**src/rtl/alu_pkg.sv**
```systemverilog
// alu_pkg: operation encodings and FSM state type shared by the bit-serial ALU.
package alu_pkg;
    localparam logic [1:0] OP_AND = 2'b00;
    localparam logic [1:0] OP_OR  = 2'b01;
    localparam logic [1:0] OP_XOR = 2'b10;
    localparam logic [1:0] OP_ADD = 2'b11;
    typedef enum logic [1:0] {IDLE, RUN, DONE} state_t;
endpackage

```
**src/rtl/alu_bit_slice.sv**
```systemverilog
// alu_bit_slice: combinational one-bit ALU with operand inversion and full-adder carry.
module alu_bit_slice
    import alu_pkg::*;
(
    input  logic       a,
    input  logic       b,
    input  logic       a_invert,
    input  logic       b_invert,
    input  logic       carry_in,
    input  logic [1:0] operation,
    output logic       result,
    output logic       carry_out
);
    logic x, y;
    always_comb begin
        x = a ^ a_invert;
        y = b ^ b_invert;
        result = operation == OP_AND ? x & y :
                 operation == OP_OR  ? x | y :
                 operation == OP_XOR ? x ^ y : x ^ y ^ carry_in;
        carry_out = (x & y) | (carry_in & (x ^ y));
    end
endmodule

```
**src/rtl/bit_serial_alu.sv**
```systemverilog
// bit_serial_alu: WIDTH-bit ALU executed LSB-first through one bit slice, start/ready/done handshake.
// Defining BIT_SERIAL_ALU_OVF_EN adds the signed overflow output and its MSB carry-in capture.
module bit_serial_alu
    import alu_pkg::*;
#(
    parameter int WIDTH = 32
) (
    input  logic             clk,
    input  logic             reset_n,
    input  logic             start,
    input  logic [WIDTH-1:0] a,
    input  logic [WIDTH-1:0] b,
    input  logic             a_invert,
    input  logic             b_invert,
    input  logic             carry_in,
    input  logic [1:0]       operation,
    output logic             ready,
    output logic             done,
    output logic [WIDTH-1:0] result,
    output logic             zf,
    output logic             carry_out
`ifdef BIT_SERIAL_ALU_OVF_EN
    ,output logic            overflow
`endif
);
    localparam int CW = $clog2(WIDTH);
    state_t state, next_state;
    logic [WIDTH-1:0] sa, sb, shift;
    logic [CW-1:0] cnt;
    logic [1:0] op;
    logic ai, bi, carry, acc, accept, last, slice_r, slice_c, carry_next;
    alu_bit_slice u_slice (
        .a(sa[0]), .b(sb[0]), .a_invert(ai), .b_invert(bi), .carry_in(carry),
        .operation(op), .result(slice_r), .carry_out(slice_c)
    );
    always_comb begin
        ready = state != RUN;
        done = state == DONE;
        accept = ready & start;
        last = cnt == CW'(WIDTH - 1);
        carry_next = op == OP_ADD ? slice_c : 1'b0;
        next_state = accept ? RUN : state == RUN ? (last ? DONE : RUN) : IDLE;
    end
    always_ff @(posedge clk) state <= !reset_n ? IDLE : next_state;
    // Shift state runs independently; the visible outputs load only on the final bit.
    always_ff @(posedge clk) begin
        if (!reset_n) begin
            sa <= '0;
            sb <= '0;
            shift <= '0;
            ai <= 1'b0;
            bi <= 1'b0;
            op <= OP_AND;
            carry <= 1'b0;
            acc <= 1'b0;
            cnt <= '0;
            result <= '0;
            zf <= 1'b1;
            carry_out <= 1'b0;
`ifdef BIT_SERIAL_ALU_OVF_EN
            overflow <= 1'b0;
`endif
        end else if (accept) begin
            sa <= a;
            sb <= b;
            ai <= a_invert;
            bi <= b_invert;
            op <= operation;
            carry <= operation == OP_ADD ? carry_in : 1'b0;
            acc <= 1'b0;
            cnt <= '0;
        end else if (state == RUN) begin
            sa <= sa >> 1;
            sb <= sb >> 1;
            shift <= {slice_r, shift[WIDTH-1:1]};
            carry <= carry_next;
            acc <= acc | slice_r;
            cnt <= cnt + 1'b1;
            if (last) begin
                result <= {slice_r, shift[WIDTH-1:1]};
                zf <= ~(acc | slice_r);
                carry_out <= carry_next;
`ifdef BIT_SERIAL_ALU_OVF_EN
                overflow <= op == OP_ADD ? carry ^ slice_c : 1'b0;
`endif
            end
        end
    end
endmodule

```
**config.mk**
```make
export PLATFORM = sky130hd
export DESIGN_NAME = bit_serial_alu
export DESIGN_NICKNAME = d
export VERILOG_FILES = /design/src/rtl/alu_pkg.sv /design/src/rtl/alu_bit_slice.sv /design/src/rtl/bit_serial_alu.sv
export SDC_FILE = /design/constraint.sdc
export NUM_CORES = 1
export LEC_CHECK = 0
export ABC_AREA = 1
export CAP_MARGIN = 20
export CELL_PAD_IN_SITES_DETAIL_PLACEMENT = 1
export CELL_PAD_IN_SITES_GLOBAL_PLACEMENT = 2
export CORE_MARGIN = 3
export CORE_UTILIZATION = 30
export CTS_BUF_LIST = sky130_fd_sc_hd__clkbuf_4 sky130_fd_sc_hd__clkbuf_8
export DETAILED_ROUTE_END_ITERATION = 16
export PLACE_DENSITY_LB_ADDON = 0.1
export SYNTH_ARGS = -nofsm -noshare
export SYNTH_HDL_FRONTEND = slang
export SYNTH_HIERARCHICAL = 1
export SYNTH_SLANG_ARGS = --single-unit
```
**constraint.sdc**
```tcl
create_clock -name clk -period 2.05 [get_ports clk]
set_input_delay 0.41 -clock clk [delete_from_list [all_inputs] [get_ports clk]]
set_output_delay 0.41 -clock clk [all_outputs]
set_load 0.03 [all_outputs]
```
== Yosys cells after proc, flatten, opt, wreduce, memory -nomap -nowiden ==
Index checks and enable logic that the tools add are counted.
W data, S select, Z words.

* Output and inout bits: 36
* Register bits: 143
* Logic and storage cells: 57
* Input bits: 72

* Bitwise operators: 14
* Eq/ne operators: 8
* Reductions and logical operators: 6
* Multiplexer cells: 14
* Add/sub/neg operators: 1

{| class="wikitable"
|+ Operator list
! cell !! count
|-
| $mux W32 || 4
|-
| $mux W1 || 9
|-
| $eq A2 B2 Y1 const B || 4
|-
| $add A5 B1 Y5 const B || 1
|-
| $eq A5 B5 Y1 const B || 1
|-
| $eq A2 B1 Y1 const B || 2
|-
| $not A1 Y1 || 4
|-
| $xor A1 B1 Y1 || 4
|-
| $and A1 B1 Y1 || 3
|-
| $or A1 B1 Y1 || 3
|-
| $reduce_and A3 Y1 || 1
|-
| $reduce_or A3 Y1 || 1
|-
| $logic_not A2 Y1 || 1
|-
| $mux W2 || 1
|-
| $ne A2 B1 Y1 const B || 1
|-
| $reduce_and A2 Y1 || 1
|-
| $reduce_bool A2 Y1 || 1
|-
| $reduce_or A2 Y1 || 1
|}

== Depth between registers and ports, before layout ==
Gate-level depths: netlist of run 1.

* Word-level depth: 8
* Gate-level depth with buffers: 10

== Hierarchy ==
Netlist of run 1, hierarchy kept.

{| class="wikitable"
|+ By module, submodules not included
! module !! cells an instance !! area each (um^2) !! instances
|-
| bit_serial_alu || 838 || 5,891.9 || 1
|-
| alu_bit_slice || 19 || 117.6 || 1
|}

== Least setup slack after synthesis of run 1 ==
No wires, ideal clock.

* Path type: register -> register
* Start: register ai
* End: register zf
* Path slack: 0.501 ns
* Library setup time: 0.117 ns
* Period minus slack after synthesis: 1.549 ns
* Stages on the path, launching flop included: 11
* Arrival time: 1.432 ns
* Cell sequence: dfxtp_1 xnor2_1 inv_1 fa_1 inv_1 nand2_1 nand3_1 nand2_1 inv_1 nand3_1 nand2_1

* Cells in the longest elaborated chain, start to end: 8

{| class="wikitable"
|+ Ends and longest elaborated chain
! what !! line !! source
|-
| from (decl) || bit_serial_alu.sv:31 || <nowiki>logic ai, bi, carry, acc, accept, last, slice_r, slice_c, carry_next;</nowiki>
|-
| from (signal assigned) || bit_serial_alu.sv:66 || <nowiki>ai <= a_invert;</nowiki>
|-
| $xor A1 B1 Y1 (*) || alu_bit_slice.sv:16 || <nowiki>x = a ^ a_invert;</nowiki>
|-
| $xor A1 B1 Y1 (2 in a row) || alu_bit_slice.sv:20 || <nowiki>operation == OP_XOR ? x ^ y : x ^ y ^ carry_in;</nowiki>
|-
| $mux W1 || alu_bit_slice.sv:20 ||
|-
| $mux W1 || alu_bit_slice.sv:19 || <nowiki>operation == OP_OR ? x | y :</nowiki>
|-
| $mux W1 (*) || alu_bit_slice.sv:18 || <nowiki>result = operation == OP_AND ? x & y :</nowiki>
|-
| net slice_r || bit_serial_alu.sv:31 ||
|-
| $or A1 B1 Y1 (*) || bit_serial_alu.sv:81 || <nowiki>zf <= ~(acc | slice_r);</nowiki>
|-
| $not A1 Y1 (*) || bit_serial_alu.sv:81 ||
|-
| to (signal assigned) || bit_serial_alu.sv:81 ||
|-
| to (decl) || bit_serial_alu.sv:20 || <nowiki>output logic zf,</nowiki>
|}

The timed path passes the listed nets; every way through them passes the cells marked *.
A chain may end at the register's enable or synchronous reset.

== Worst setup path after layout of run 1 ==
* Start: register result[27]
* End: output result[27]

{| class="wikitable"
|+ RTL lines
! what !! line !! source
|-
| from (decl) || bit_serial_alu.sv:19 || <nowiki>output logic [WIDTH-1:0] result,</nowiki>
|-
| from (signal assigned) || bit_serial_alu.sv:80 || <nowiki>result <= {slice_r, shift[WIDTH-1:1]};</nowiki>
|}

No word-level cell between the ends.

==> impl_results.md, run 1 <==
* Worst endpoint data arrival time at 1.53 ns
* Initial Utilization at 30.68%
* CTS Buffer Depth at 2
* Vias per std cell at 4.778
* Fillers at ~2,500
* Pwr/cell area at 765.7 nW/um^2
* Post-synth top area share at 47.30%
* Main synth FF type: dfxtp_1
* Die width at 147.5 um
* Total track usage at 16.52%
* Largest family of logic cells by synthesized area: simple AND/OR/NAND/NOR gates
* Worst Hold Class: in2reg
* Layout cells sized above 1 at about 6.6%
* Status: complete, no violations
* Final WS setup at 0.1078 ns
* Met3 Use GR at 4.231%
* CP delay by family, top: buffers and inverters
* Die Area at between 20,000 and 25,000 sq um
* Sequential fraction of the synthesis area at 47.30%
* Vias post-DR at 5,824
* CTS Buf Count at 17
* Overall routed net length at 17,530 um
* Synthesis-to-layout area growth at 27.96%
* Vias in the first global route at slightly above 6,000
* GRT met2 Usage at 27.67%
* Leakage power at 0.003616 uW
* DP Worst Slack at 0.2925 ns
* First-pass GRT wire length at 29,460 um
* Core area at 19,590 sq um
* Starting DRT DRC Count at 185
* FF+latch count, synth at 142
* Worst hold slack at 0.3478 ns
* Later-pin clock latency in the skew report at 0.46 ns
* Worst path cell trace: clkdlybuf4s50_1
* Most used routing layer: met2
* R2r startpoint: ai
* Final period util at 94.74%
* Drt drc at 0
* Synth cell count leaders: nand3_1, nand2_1, dfxtp_1
* RePlAce Congestion at 0.7552
* IO Pins at 108
* Post-Route Skew at between 0.01 and 0.015 ns
* CP required at 1.64 ns
* Crit-path max FO at 2
* Buffers & Inverters on Critical Path at 1
* Multiplexer share of the synthesized area at 0%
* Startpoint types: register
* Setup Fix Bufs, Post-CTS at 0
* Clock Sinks at 142
* Synth Warn # at 6
* Crit path kind: reg2out
* Row cnt at ~50
* Port Buffers at 107
* # setup viols final at 0
* Crit end category: primary output
* Tightest Pin Transition at 0.4461 ns
* Mapped Area at 6010 sq um
* Setup crit start: result[27]
* Yosys cell types at 22
* Min-delay src: reset_n
* Met1 Usage GRT at between 20% and 30%
* Max Cap Viol at 0
* Compound-cell area share of the yosys netlist at 3.789%
* Largest area contributor in the netlist: dfxtp_1
* Worst-path clk slew at roughly 0.08 ns
* Reg area at 2843 sq um
* Synthesized net count at between 900 and 1,000
* XOR/XNOR share of the synthesized area at less than 1%
* Pin count of the biggest net entering global routing at 44
* Final Hold Fails at 0
* Grt ovf at 0
* Slew Viols, Final at 0
* Dpl hpwl at ~12,000 um
* Largest cells by area after synthesis: dfxtp_1, nand3_1, nand2_1
* Antenna-violating nets left at 0
* Post-synthesis async set-or-reset flop share at 0%
* Slowest stage delay, CP at a little over 0.7 ns
* Cells after synthesis at approximately 860
* Mean Syn Cell Area at 7.012 sq um
* Count leader, synth: nand3_1
* TritonRoute pass-1 iters at 4
* Die height at roughly 150 um
* Tmin final at 1.942 ns
* Area of the multi-input gates at 2592 sq um
* Max Fclk at 0.5149 GHz
* Maximum VDD drop at between 0.3 and 0.4 mV
* Clk root buf: clkbuf_8
* Post-Synth Simple-Gate Area at 37.62%
* CTS tree: yes
* DR WL/cell at 14.38 um
* Initial antenna violation count at 0
* Synth Area in Adders at 1.166%
* RSZ-0062 raised after global routing: no
* Worst rel slew slack at 70.26%
* Crit-path slowest cell: clkdlybuf4s50_1
* Number of flops mapped to enable cells by yosys at 0
* Setup TNS at 0 ns
* Max H-tree Level at 4
* Final nets at 1,018
* ANT cells at 0
-- path summary, 6_finish.rpt --
path / endpoint / slack [ns] / depth (start not counted)
max reg2reg: result[31] / 0.21 / 9
min reg2reg: result[29] / 0.46 / 2
max: result[27] / 0.11 / 1
min: sa[16] / 0.35 / 3
-- state kept, by name, indices dropped and copies added (netlist names), 2 cells and up --
name,cells
result,32
op,2
shift,31
sb,32
cnt,5
state,2
sa,32
-- layer usage --
layer / up-vias / share of wire, %
met5: - / 0
met4: 0 / 1.1
met3: 16 / 3.3
met2: 80 / 48
met1: 2825 / 48
li1: 2903 / -
-- cells in the final DEF (no fill, tap or decap), drive strengths merged --
master and count:
nand3 227, clkbuf 20, nand2 214, a21oi 7
xor2 1, xnor2 2, nor3 1, clkinv 4
dfxtp 142, bufinv 1, o21ai 37, fa 1
nor2 79, inv 82, clkinvlp 4, dlygate4sd2 1
ha 4, clkdlybuf4s50 103, o21bai 1, buf 23
-- where the power goes --
part	leakage [uW]	switching [uW]	internal (uW)
Sequential	0.00116	84.1	2890
Combinational	0.00227	411	307
Clock	0.000185	1160	1040
Total	0.00362	1650	4240
-- cell families after synthesis --
| group | count (synthesis) |
|---|---|
| and+or+nand+nor | 521 |
| DFF | 142 |
| adders and majority gates | 5 |
| buffers and inverters | 141 |
| AOI/OAI and AO/OA | 45 |
| xor gates and xnor gates | 3 |
-- layout make-up --
cell class / count / share of cell area (%)
clock buffers: 20 / 3.498
clock inverters: 12 / 1.432
inverters: 79 / 3.856
multi-input cells: 574 / 33.71
flip-flops and latches: 142 / 36.97
well taps: 265 / 4.312
repair buffers: 127 / 16.22
-- stage by stage --
step           util, %  power, uW  instances  instance area (sq um)
6_report         39.25       5888       1219                   7690
5_1_grt          39.25       6237       1219                   7690
4_1_cts          39.25       6014       1219                   7690
3_5_place_dp     37.33       3765       1187                   7312
3_3_place_gp     37.33       3735       1187                   7312
2_1_floorplan        -       3460        857                   6010
-- what timing repair did --
item                                    4_1_cts  5_1_grt
endpoints found under the setup margin        1        0
hold buffers                                  0        0
resized for setup                             1        0
Note: power is estimated with default switching activity, not from simulation.
==> run 2: changes to the inputs <==
--- a/config.mk
+++ b/config.mk
@@ -11,7 +11,7 @@
 export CELL_PAD_IN_SITES_GLOBAL_PLACEMENT = 2
 export CORE_MARGIN = 3
 export CORE_UTILIZATION = 30
-export CTS_BUF_LIST = sky130_fd_sc_hd__clkbuf_4 sky130_fd_sc_hd__clkbuf_8
+export CTS_BUF_LIST = sky130_fd_sc_hd__clkbuf_4
 export DETAILED_ROUTE_END_ITERATION = 16
 export PLACE_DENSITY_LB_ADDON = 0.1
 export SYNTH_ARGS = -nofsm -noshare
==> run 2 against run 1 <==
Against the previous run: total power shrank 8.5%; critical path depth grew 1; flip-flop and latch count is the same; count of clock-buffer cells in the layout shrank 2; sequential share of layout area grew 0.68 points; clock power shrank 23%; largest power group unchanged.
==> impl_results.md, run 2 (synthesis gave the netlist of run 1 again) <==
* Status: complete, no violations
* CTS Buffer Depth at 2 (unchanged)
* Layout cells sized above 1 at 6.499% (-0.10 points)
* Gate power share at 13.3% (+1.1 points)
* Most frequent cells in the layout: nand3_1, nand2_1, dfxtp_1
* TritonRoute pass-1 iters at 4 (unchanged)
* Synthesis-to-layout area growth at 25.65%
* CTS tree: yes
* Row cnt at 51 (unchanged)
* Final Util at 38.55% (-0.71 points)
* DP Worst Slack at 0.2925 ns (unchanged)
* Pint at 3811 uW (-10%)
* Die width at 147.5 um (unchanged)
* Antenna-violating nets left at 0 (unchanged)
* First-pass GRT wire length at 29,290 um (-0.56%)
* Crit-path max FO at 27 (+25)
* Max Fclk at 0.5171 GHz (+0.43%)
* Die Area at 21,770 sq um (unchanged)
* Commonest non-fill, non-tap cell in the layout: nand3_1
* Worst Hold Class: in2reg
* Critical Path Stages at 2 (+1)
* Switching Share at 29.30% (+1.3 points)
* DR WL/cell at 14.21 um (-1.2%)
* Drt drc at 0 (unchanged)
* CTS Buf Count at 17 (unchanged)
* Port Buffers at 107 (unchanged)
* CP delay by family, top: flip-flops
* Reg2reg path depth at 9 (unchanged)
* Clock Sinks at 142 (unchanged)
* Hold Path Stages at 3 (unchanged)
* Worst rel slew slack at 70.22% (about the same)
* Crit-path slowest cell: dfxtp_1
* Tightest Pin Transition at 0.4467 ns (+0.0005211 ns)
* Initial Utilization at 30.68% (unchanged)
* Vias per std cell at 4.731 (-0.97%)
* Maximum VDD drop at 0.3235 mV (-14%)
* Leakage power at 0.003801 uW (+5.1%)
* Worst endpoint data arrival time at 1.52 ns (about the same)
* Overall routed net length at 17,340 um (-1.1%)
* Crit end category: primary output
* Tmin final at 1.934 ns (-0.008321 ns)
* Setup TNS at 0 ns (unchanged)
* Final period util at 94.33% (-0.41 points)
* Vias post-DR at 5,772 (-0.89%)
* Vias in the first global route at 6,050 (-0.17%)
* Worst-path clk slew at 0.13 ns (+0.05 ns)
* Crit path kind: reg2out
* # setup viols final at 0 (unchanged)
* Startpoint types: register
* Slowest stage delay, CP at 0.55 ns (-0.16 ns)
* Clk root buf: clkbuf_4
* Largest registers: result x32, sa x32, sb x32
* Pwr/cell area at 713.9 nW/um^2 (-6.8%)
* Clock power frac at 31.5% (-5.8 points)
* RePlAce Congestion at 0.7552 (unchanged)
* Die height at 147.5 um (unchanged)
* Later-pin clock latency in the skew report at 0.54 ns (+0.08 ns)
* CP required at 1.64 ns (about the same)
* Post-Route Skew at 0.02334 ns (+0.01324 ns)
* P_sw at 1580 uW (-4.3%)
* Final WS setup at 0.1161 ns (+0.008321 ns)
* RSZ-0062 raised after global routing: no
* Worst hold slack at 0.2490 ns (-0.09883 ns)
* Slew Viols, Final at 0 (unchanged)
* Initial antenna violation count at 1 (+1)
* Core area at 19,590 sq um (unchanged)
* Max Cap Viol at 0 (unchanged)
* Worst path cell trace: nand2_8 > buf_4
* Setup Fix Bufs, Post-CTS at 0 (unchanged)
* Starting DRT DRC Count at 213 (+15%)
* Dpl hpwl at 11,680 um (unchanged)
* Final nets at 1,018 (unchanged)
* Seq pwr share at 55.2% (+4.7 points)
* Pin count of the biggest net entering global routing at 44 (unchanged)
* Final Hold Fails at 0 (unchanged)
* IO Pins at 108 (unchanged)
* Max H-tree Level at 4 (unchanged)
* Total track usage at 16.30% (-0.21 points)
* Buffers & Inverters on Critical Path at 1 (unchanged)
* Grt ovf at 0 (unchanged)
==> run 2: cell count changes in the layout (fill, tap and decap cells not counted), moves of 2 or more <==
cell / change
clkbuf_4: +17
clkinv_1: +2
clkbuf_8: -19
clkdlybuf4s50_1: -34
dlygate4sd2_1: +27
dlymetal6s2s_1: +6
==> run 2: power groups by stage <==
stage / Clock (uW) / Sequential [uW] / Combinational [uW]
2_1_floorplan: 0 / 3010 / 447
4_1_cts: 1800 / 2980 / 731
3_5_place_dp: 0 / 3040 / 728
5_1_grt: 1920 / 3000 / 822
3_3_place_gp: 0 / 3030 / 704
6_report: 1700 / 2980 / 718
==> run 2: area by class of cell <==
class                      count  area [sq um]
antenna                        1         2.502
fill                        2470         12040
tap                          265         331.6
timing repair buffer         127          1224
clock inverter                14         117.6
inverter                      79         296.5
sequential                   142          2843
clock buffer                  18         135.1
multi-input combinational    574          2601
==> run 2: through the flow <==
stage | total power (uW) | cell area (sq um) | std cells
floorplan | 3460 | 6010 | 857
global placement | 3735 | 7312 | 1187
detailed placement | 3765 | 7312 | 1187
CTS | 5504 | 7528 | 1219
global route | 5732 | 7551 | 1220
finish | 5390 | 7551 | 1220
==> run 2: worst reg2reg max path: stages, from the launching register on <==
cell	delay (ns)
dfxtp_1	0.34
xnor2_1	0.21
inv_1	0.12
fa_1	0.52
inv_1	0.05
nand2_1	0.06
nand3_1	0.08
nand2_1	0.09
inv_1	0.06
o21ai_0	0.24
==> run 2: what timing repair did <==
item                       CTS  global route
resized for setup           29             9
hold buffers                 0             0
setup endpoints to repair   29             8
==> run 2: worst paths after layout <==
path / startpoint / to / slack, ns
worst min-delay path: reset_n / sa[16] / 0.25
worst max register to register: ai / result[31] / 0.21
worst min register to register: shift[30] / result[29] / 0.46
worst max-delay path: state[0] / ready / 0.12
==> run 2: metal layers <==
layer | share of wire, % | vias up | GRT usage, %
li1 | - | 2903 | -
met1 | 48 | 2782 | 21.04
met2 | 48 | 79 | 27.44
met3 | 3.5 | 8 | 3.863
met4 | 0.78 | 0 | 4.380
met5 | 0 | - | 0
